===== src/rtl/mismatch_tracker_if.sv =====
// Control, sample and statistics bundle for mismatch_tracker.
// The master side drives the run controls and the vectors; the slave reports the statistics.
interface mismatch_tracker_if #(
  parameter int unsigned N     = 3,
  parameter int unsigned CNT_W = 16
);
  logic               start;
  logic               stop;
  logic               sample;
  logic [N-1:0]       ref_vec;
  logic [N-1:0]       dut_vec;
  logic               busy;
  logic               done;
  logic               fail;
  logic [CNT_W-1:0]   sample_cnt;
  logic [CNT_W-1:0]   err_cnt;
  logic [N*CNT_W-1:0] bit_err_cnt;
  logic [CNT_W-1:0]   first_err_idx;
  logic [N-1:0]       first_err_bits;

  modport master (
    output start, stop, sample, ref_vec, dut_vec,
    input  busy, done, fail, sample_cnt, err_cnt, bit_err_cnt, first_err_idx, first_err_bits
  );

  modport slave (
    input  start, stop, sample, ref_vec, dut_vec,
    output busy, done, fail, sample_cnt, err_cnt, bit_err_cnt, first_err_idx, first_err_bits
  );
endinterface


===== src/rtl/mismatch_tracker.sv =====
// Compares a reference vector against a checked vector over a start/stop run and keeps
// saturating match statistics plus a snapshot of the first failing sample.
module mismatch_tracker #(
  parameter int unsigned N     = 3,
  parameter int unsigned CNT_W = 16
) (
  input logic                clk,
  input logic                aresetn,
  mismatch_tracker_if.slave  bus_io
);

  localparam logic [CNT_W-1:0] CntMax = '1;
  localparam logic [CNT_W-1:0] CntOne = CNT_W'(1);

  // Bit 0 flags RUN and bit 1 flags DONE so busy/done are plain flop outputs.
  typedef enum logic [1:0] {
    StIdle = 2'b00,
    StRun  = 2'b01,
    StDone = 2'b10
  } state_e;

  state_e                      state_q, state_d;
  logic [CNT_W-1:0]            sample_cnt_q, sample_cnt_d;
  logic [CNT_W-1:0]            err_cnt_q, err_cnt_d;
  logic [N-1:0][CNT_W-1:0]     bit_err_cnt_q, bit_err_cnt_d;
  logic [CNT_W-1:0]            first_err_idx_q, first_err_idx_d;
  logic [N-1:0]                first_err_bits_q, first_err_bits_d;
  logic                        fail_q, fail_d;

  logic [N-1:0] diff;
  logic         mismatch;
  logic         accept;

  function automatic logic [CNT_W-1:0] sat_inc(input logic [CNT_W-1:0] v);
    return (v == CntMax) ? v : v + CntOne;
  endfunction

  assign diff     = bus_io.ref_vec ^ bus_io.dut_vec;
  assign mismatch = |diff;
  // A restart cycle never counts as a sample, even with sample high.
  assign accept   = (state_q == StRun) && bus_io.sample && !bus_io.start;

  always_comb begin
    state_d = state_q;
    unique case (state_q)
      StIdle: begin
        if (bus_io.start) state_d = StRun;
      end
      StRun: begin
        if (bus_io.start)     state_d = StRun;
        else if (bus_io.stop) state_d = StDone;
      end
      StDone: begin
        if (bus_io.start) state_d = StRun;
      end
      default: state_d = StIdle;
    endcase
  end

  always_comb begin
    sample_cnt_d     = sample_cnt_q;
    err_cnt_d        = err_cnt_q;
    bit_err_cnt_d    = bit_err_cnt_q;
    first_err_idx_d  = first_err_idx_q;
    first_err_bits_d = first_err_bits_q;
    fail_d           = fail_q;

    if (bus_io.start) begin
      sample_cnt_d     = '0;
      err_cnt_d        = '0;
      bit_err_cnt_d    = '0;
      first_err_idx_d  = '0;
      first_err_bits_d = '0;
      fail_d           = 1'b0;
    end else if (accept) begin
      sample_cnt_d = sat_inc(sample_cnt_q);
      if (mismatch) begin
        err_cnt_d = sat_inc(err_cnt_q);
        // Snapshot uses the pre-increment index so the first sample of a run is index 0.
        if (!fail_q) begin
          first_err_idx_d  = sample_cnt_q;
          first_err_bits_d = diff;
          fail_d           = 1'b1;
        end
      end
      for (int i = 0; i < N; i++) begin
        if (diff[i]) bit_err_cnt_d[i] = sat_inc(bit_err_cnt_q[i]);
      end
    end
  end

  always_ff @(posedge clk or negedge aresetn) begin
    if (!aresetn) begin
      state_q          <= StIdle;
      sample_cnt_q     <= '0;
      err_cnt_q        <= '0;
      bit_err_cnt_q    <= '0;
      first_err_idx_q  <= '0;
      first_err_bits_q <= '0;
      fail_q           <= 1'b0;
    end else begin
      state_q          <= state_d;
      sample_cnt_q     <= sample_cnt_d;
      err_cnt_q        <= err_cnt_d;
      bit_err_cnt_q    <= bit_err_cnt_d;
      first_err_idx_q  <= first_err_idx_d;
      first_err_bits_q <= first_err_bits_d;
      fail_q           <= fail_d;
    end
  end

  assign bus_io.busy           = state_q[0];
  assign bus_io.done           = state_q[1];
  assign bus_io.fail           = fail_q;
  assign bus_io.sample_cnt     = sample_cnt_q;
  assign bus_io.err_cnt        = err_cnt_q;
  assign bus_io.bit_err_cnt    = bit_err_cnt_q;
  assign bus_io.first_err_idx  = first_err_idx_q;
  assign bus_io.first_err_bits = first_err_bits_q;

  a_legal_state: assert property (@(posedge clk) disable iff (!aresetn)
    state_q != 2'b11);
  a_fail_has_err: assert property (@(posedge clk) disable iff (!aresetn)
    fail_q |-> (err_cnt_q != '0));

endmodule


===== src/flat_wrapper.sv =====
// flat-port wrapper written by rule: the top's interface ports become plain ports
module mismatch_tracker_flat 
#(
  parameter int unsigned N     = 3,
  parameter int unsigned CNT_W = 16
)
  (clk, aresetn, bus_io_start, bus_io_stop, bus_io_sample, bus_io_ref_vec, bus_io_dut_vec, bus_io_busy, bus_io_done, bus_io_fail, bus_io_sample_cnt, bus_io_err_cnt, bus_io_bit_err_cnt, bus_io_first_err_idx, bus_io_first_err_bits);
  mismatch_tracker_if #(.N(N), .CNT_W(CNT_W)) bus_io_i ();
  input logic clk;
  input logic aresetn;
  input wire logic [$bits(bus_io_i.start)-1:0] bus_io_start;
  input wire logic [$bits(bus_io_i.stop)-1:0] bus_io_stop;
  input wire logic [$bits(bus_io_i.sample)-1:0] bus_io_sample;
  input wire logic [$bits(bus_io_i.ref_vec)-1:0] bus_io_ref_vec;
  input wire logic [$bits(bus_io_i.dut_vec)-1:0] bus_io_dut_vec;
  output wire logic [$bits(bus_io_i.busy)-1:0] bus_io_busy;
  output wire logic [$bits(bus_io_i.done)-1:0] bus_io_done;
  output wire logic [$bits(bus_io_i.fail)-1:0] bus_io_fail;
  output wire logic [$bits(bus_io_i.sample_cnt)-1:0] bus_io_sample_cnt;
  output wire logic [$bits(bus_io_i.err_cnt)-1:0] bus_io_err_cnt;
  output wire logic [$bits(bus_io_i.bit_err_cnt)-1:0] bus_io_bit_err_cnt;
  output wire logic [$bits(bus_io_i.first_err_idx)-1:0] bus_io_first_err_idx;
  output wire logic [$bits(bus_io_i.first_err_bits)-1:0] bus_io_first_err_bits;
  assign bus_io_i.start = bus_io_start;
  assign bus_io_i.stop = bus_io_stop;
  assign bus_io_i.sample = bus_io_sample;
  assign bus_io_i.ref_vec = bus_io_ref_vec;
  assign bus_io_i.dut_vec = bus_io_dut_vec;
  assign bus_io_busy = bus_io_i.busy;
  assign bus_io_done = bus_io_i.done;
  assign bus_io_fail = bus_io_i.fail;
  assign bus_io_sample_cnt = bus_io_i.sample_cnt;
  assign bus_io_err_cnt = bus_io_i.err_cnt;
  assign bus_io_bit_err_cnt = bus_io_i.bit_err_cnt;
  assign bus_io_first_err_idx = bus_io_i.first_err_idx;
  assign bus_io_first_err_bits = bus_io_i.first_err_bits;
  mismatch_tracker #(.N(N), .CNT_W(CNT_W)) u_core (.clk(clk), .aresetn(aresetn), .bus_io(bus_io_i));
endmodule

===== config.mk =====
export PLATFORM = sky130hd
export DESIGN_NAME = mismatch_tracker_flat
export DESIGN_NICKNAME = d
export VERILOG_FILES = /design/src/rtl/mismatch_tracker_if.sv /design/src/rtl/mismatch_tracker.sv /design/src/flat_wrapper.sv
export SDC_FILE = /design/constraint.sdc
export NUM_CORES = 1
export LEC_CHECK = 0
export CORE_UTILIZATION = 66
export CTS_BUF_LIST = sky130_fd_sc_hd__clkbuf_8
export CTS_CLUSTER_DIAMETER = 150
export CTS_CLUSTER_SIZE = 24
export DETAILED_ROUTE_END_ITERATION = 8
export DONT_BUFFER_PORTS = 1
export GPL_TIMING_DRIVEN = 0
export PLACE_DENSITY = 0.82
export SETUP_SLACK_MARGIN = 0.3
export SLEW_MARGIN = 30
export SYNTH_ARGS = -nofsm -noshare
export SYNTH_HDL_FRONTEND = slang
export SYNTH_SLANG_ARGS = --single-unit

===== constraint.sdc =====
create_clock -name clk -period 2.4 [get_ports clk]
set_input_delay 0.12 -clock clk [delete_from_list [all_inputs] [get_ports clk]]
set_output_delay 0.12 -clock clk [all_outputs]
set_load 0.01 [all_outputs]

==> results.yml <==
synthesis:
  syn_area_mm2: 0.00540
  synth.avg_cell_area_um2: 9.62
  synthesis.nets: 577
  ys_warn_count: 0
  synthArstFlopShare_pct: 100
  ys_seq_area_share_pct: 47.3
  ys.flop_type: "dfrtp_1"
  synthCells: 561
  ys_types: 58
  synth_edf_count: 0
  synth-seq-cells: 102
route:
  drtIter0Drc: 386
  drc_errors: 0
  detail-route-antenna-nets: 0
  vias: 4534
  wl_um: 13100
  wl_per_cell_um: 19.2
  detail_route.first_pass.iterations: 5
  vias_per_cell: 6.63
placed_design:
  place.port_buffers: 0
  place_congestion: 0.856
  dpl_cell_area_mm2: 0.00553
  hpwl_um: 9070
pwr:
  p_per_area_mw_per_mm2: 566
  p_leak_nw: 2.35
  ir_worst_vdd_v: 0.000437
global_routing:
  antenna_found_initial: 0
  grt_max_degree: 103
  grt_pass1_wl_um: 21200
  grt_remaining_overflow: 0
  grt_pass1_vias: 4375
  grt_use_total_pct: 31.5
die:
  die-area_mm2: 0.00854
  die_h_um: 92.4
  initial_core_util_pct: 69.1
  rows: 32
  ios: 113
  core_region_area_mm2: 0.00781
  die_w_um: 92.4
setup_path:
  r2r_slack_ns: 0.36
  cp-startpoint: "u_core.bus_io.bit_err_cnt[30]$_DFFE_PN0P_"
  worst-setup-path-type: "flip-flop to flip-flop"
  crit_arrival_ns: 2.28
  crit_path_start_kind: "flip-flop"
  end_kind: "flip-flop"
  worstPathMaxFanout: 8
  rr_startpoint: "u_core.bus_io.bit_err_cnt[30]$_DFFE_PN0P_"
  cp_data_required_time_ns: 2.64
sta:
  max_freq_ghz: 0.491
  rsz0062_at_grt: "yes"
  period_minus_slack_ns: 2.04
  finalCritPeriodShare_pct: 84.8
  slew_headroom_pct: 56.1
  hold_viol: 102
  setup-violations-final: 0
  finalClockSkew_ns: 0.0148
  slew_violations: 0
  tightestPinTransition_ns: 0.657
  hold_slack_ns: -0.575
  setup_tns_ns: 0
clock_network:
  clock_sinks: 102
  cts_made_buffers: 9
  cts_tree: "done"
  cts-root-buf: "clkbuf_8"
  clkTransAtPathRegs_ns: 0.10
  htreeDepth: 3
  holdBufCountCts: 1
  clock_latency_ns: 0.37
  clock_path_buffers: 2
cells_and_area:
  finalNetCount: 593
  final_cell_mix: "dfrtp_1 (95), nand2_1 (62), o21ai_1 (50), nor2_1 (35)"
  final_common_cell: "dfrtp_1"
  finalInstanceArea_mm2: 0.00585
  syn2layout_area_growth_pct: 8.41
  antenna_cells: 0
  drive_gt1_share_pct: 9.79
outcome:
  status: "finished, violations left"
  violations: "negative hold slack"
job:
  drv_cap: 0
worst_hold_path:
  worstHoldPathType: "primary input to asynchronous set/reset pin"
==> path summary, 6_finish.rpt <==
| check | cells past startpoint | to |
|---|---|---|
| hold reg to reg | 1 | u_core.bus_io.err_cnt[0]$_DFFE_PN0P_ |
| hold / removal | 0 | u_core.bus_io.first_err_idx[9]$_DFFE_PN0P_ |
| setup / recovery | 6 | u_core.bus_io.bit_err_cnt[17]$_DFFE_PN0P_ |
| min in group clk | 3 | u_core.state_q[0]$_DFFE_PN0P_ |
| max in group asynchronous | 0 | u_core.bus_io.bit_err_cnt[32]$_DFFE_PN0P_ |
| setup reg to reg | 6 | u_core.bus_io.bit_err_cnt[17]$_DFFE_PN0P_ |
==> final cells by class <==
class	instances	area, um2
repair buffers	5	40.0
inverters	12	45.0
flip-flops and latches	102	2560
multi-input cells	423	2750
clock inverters	6	86.3
plain buffers	24	105
clock buffers	10	138
fillers	540	1960
well taps	102	128
==> synthesized netlist by cell type (all sizes together), types with 9 or more instances <==
| cell type | count | share of area (%) |
|---|---|---|
| o21ai | 53 | 4.9 |
| nand4 | 17 | 2.0 |
| and3 | 9 | 1.0 |
| nor2 | 36 | 2.5 |
| dfrtp | 102 | 47 |
| nor4 | 22 | 3.1 |
| nand3 | 30 | 2.8 |
| and2 | 13 | 1.5 |
| xor2 | 23 | 3.9 |
| a21oi | 15 | 1.4 |
| nor3 | 13 | 1.3 |
| inv | 12 | 0.83 |
| a22oi | 17 | 2.4 |
| nand2 | 64 | 4.5 |
| xnor2 | 30 | 4.9 |
| clkbuf | 17 | 1.2 |
==> power breakdown <==
| group | leakage [nW] | switching, mW | internal, mW |
|---|---|---|---|
| Combinational | 0.830 | 0.170 | 0.0808 |
| Clock | 0.118 | 0.600 | 0.615 |
| Sequential | 1.40 | 0.0867 | 1.76 |
==> state kept, by name (all words and copies together), names as in the netlist <==
signal,count
u_core.bus_io.first_err_idx,16
u_core.bus_io.bit_err_cnt,48
u_core.bus_io.first_err_bits,3
u_core.bus_io.sample_cnt,16
u_core.state_q,2
u_core.bus_io.fail,1
u_core.bus_io.err_cnt,16
==> through the flow <==
stage / power (mW) / utilization [%] / worst slack, ns / hold WS [ns] / std cells
after floorplan: 2.03 / - / 0.545 / -0.176 / 561
after global placement: 2.10 / 70.8 / 0.358 / -0.174 / 663
after detailed placement: 2.12 / 70.8 / 0.345 / -0.174 / 663
after CTS: 3.29 / 73.8 / 0.318 / -0.578 / 680
after global routing: 3.41 / 75.0 / 0.228 / -0.594 / 684
final: 3.31 / 75.0 / 0.364 / -0.575 / 684
==> worst max-delay path, cell delays in order (launching register included) <==
cell and delay, ns:
dfrtp_1 0.49, and3_1 0.19, clkbuf_1 0.33, nor3b_4 0.44, a21oi_1 0.19, mux2i_1 0.21, nor2_1 0.05
==> routing by layer <==
| metal | track usage [%] | wire length (um) |
|---|---|---|
| met5 | 0 | 0 |
| met2 | 49.9 | 6260 |
| met3 | 8.13 | 1030 |
| met4 | 13.3 | 290 |
| met1 | 41.2 | 5520 |
==> cells by family (layout without fill, tap and decap cells) <==
family          Yosys count  count (layout)  synth area share, %
compound gates          124             124                 15.2
xor+xnor                 53              53                 8.74
fa+ha+maj                 5               5                 1.16
buf+inv                  36              57                 2.76
flops                   102             102                 47.3
mux                       8               8                 1.51
simple gates            233             233                 23.4
==> repair_timing <==
| item | 4_1_cts | 5_1_grt |
|---|---|---|
| setup buffers | 0 | 4 |
| resized for setup | 0 | 19 |
| endpoints found under the hold margin | 103 | 102 |
| setup endpoints to repair | 0 | 63 |
Note: power is estimated with default switching activity, not from simulation.
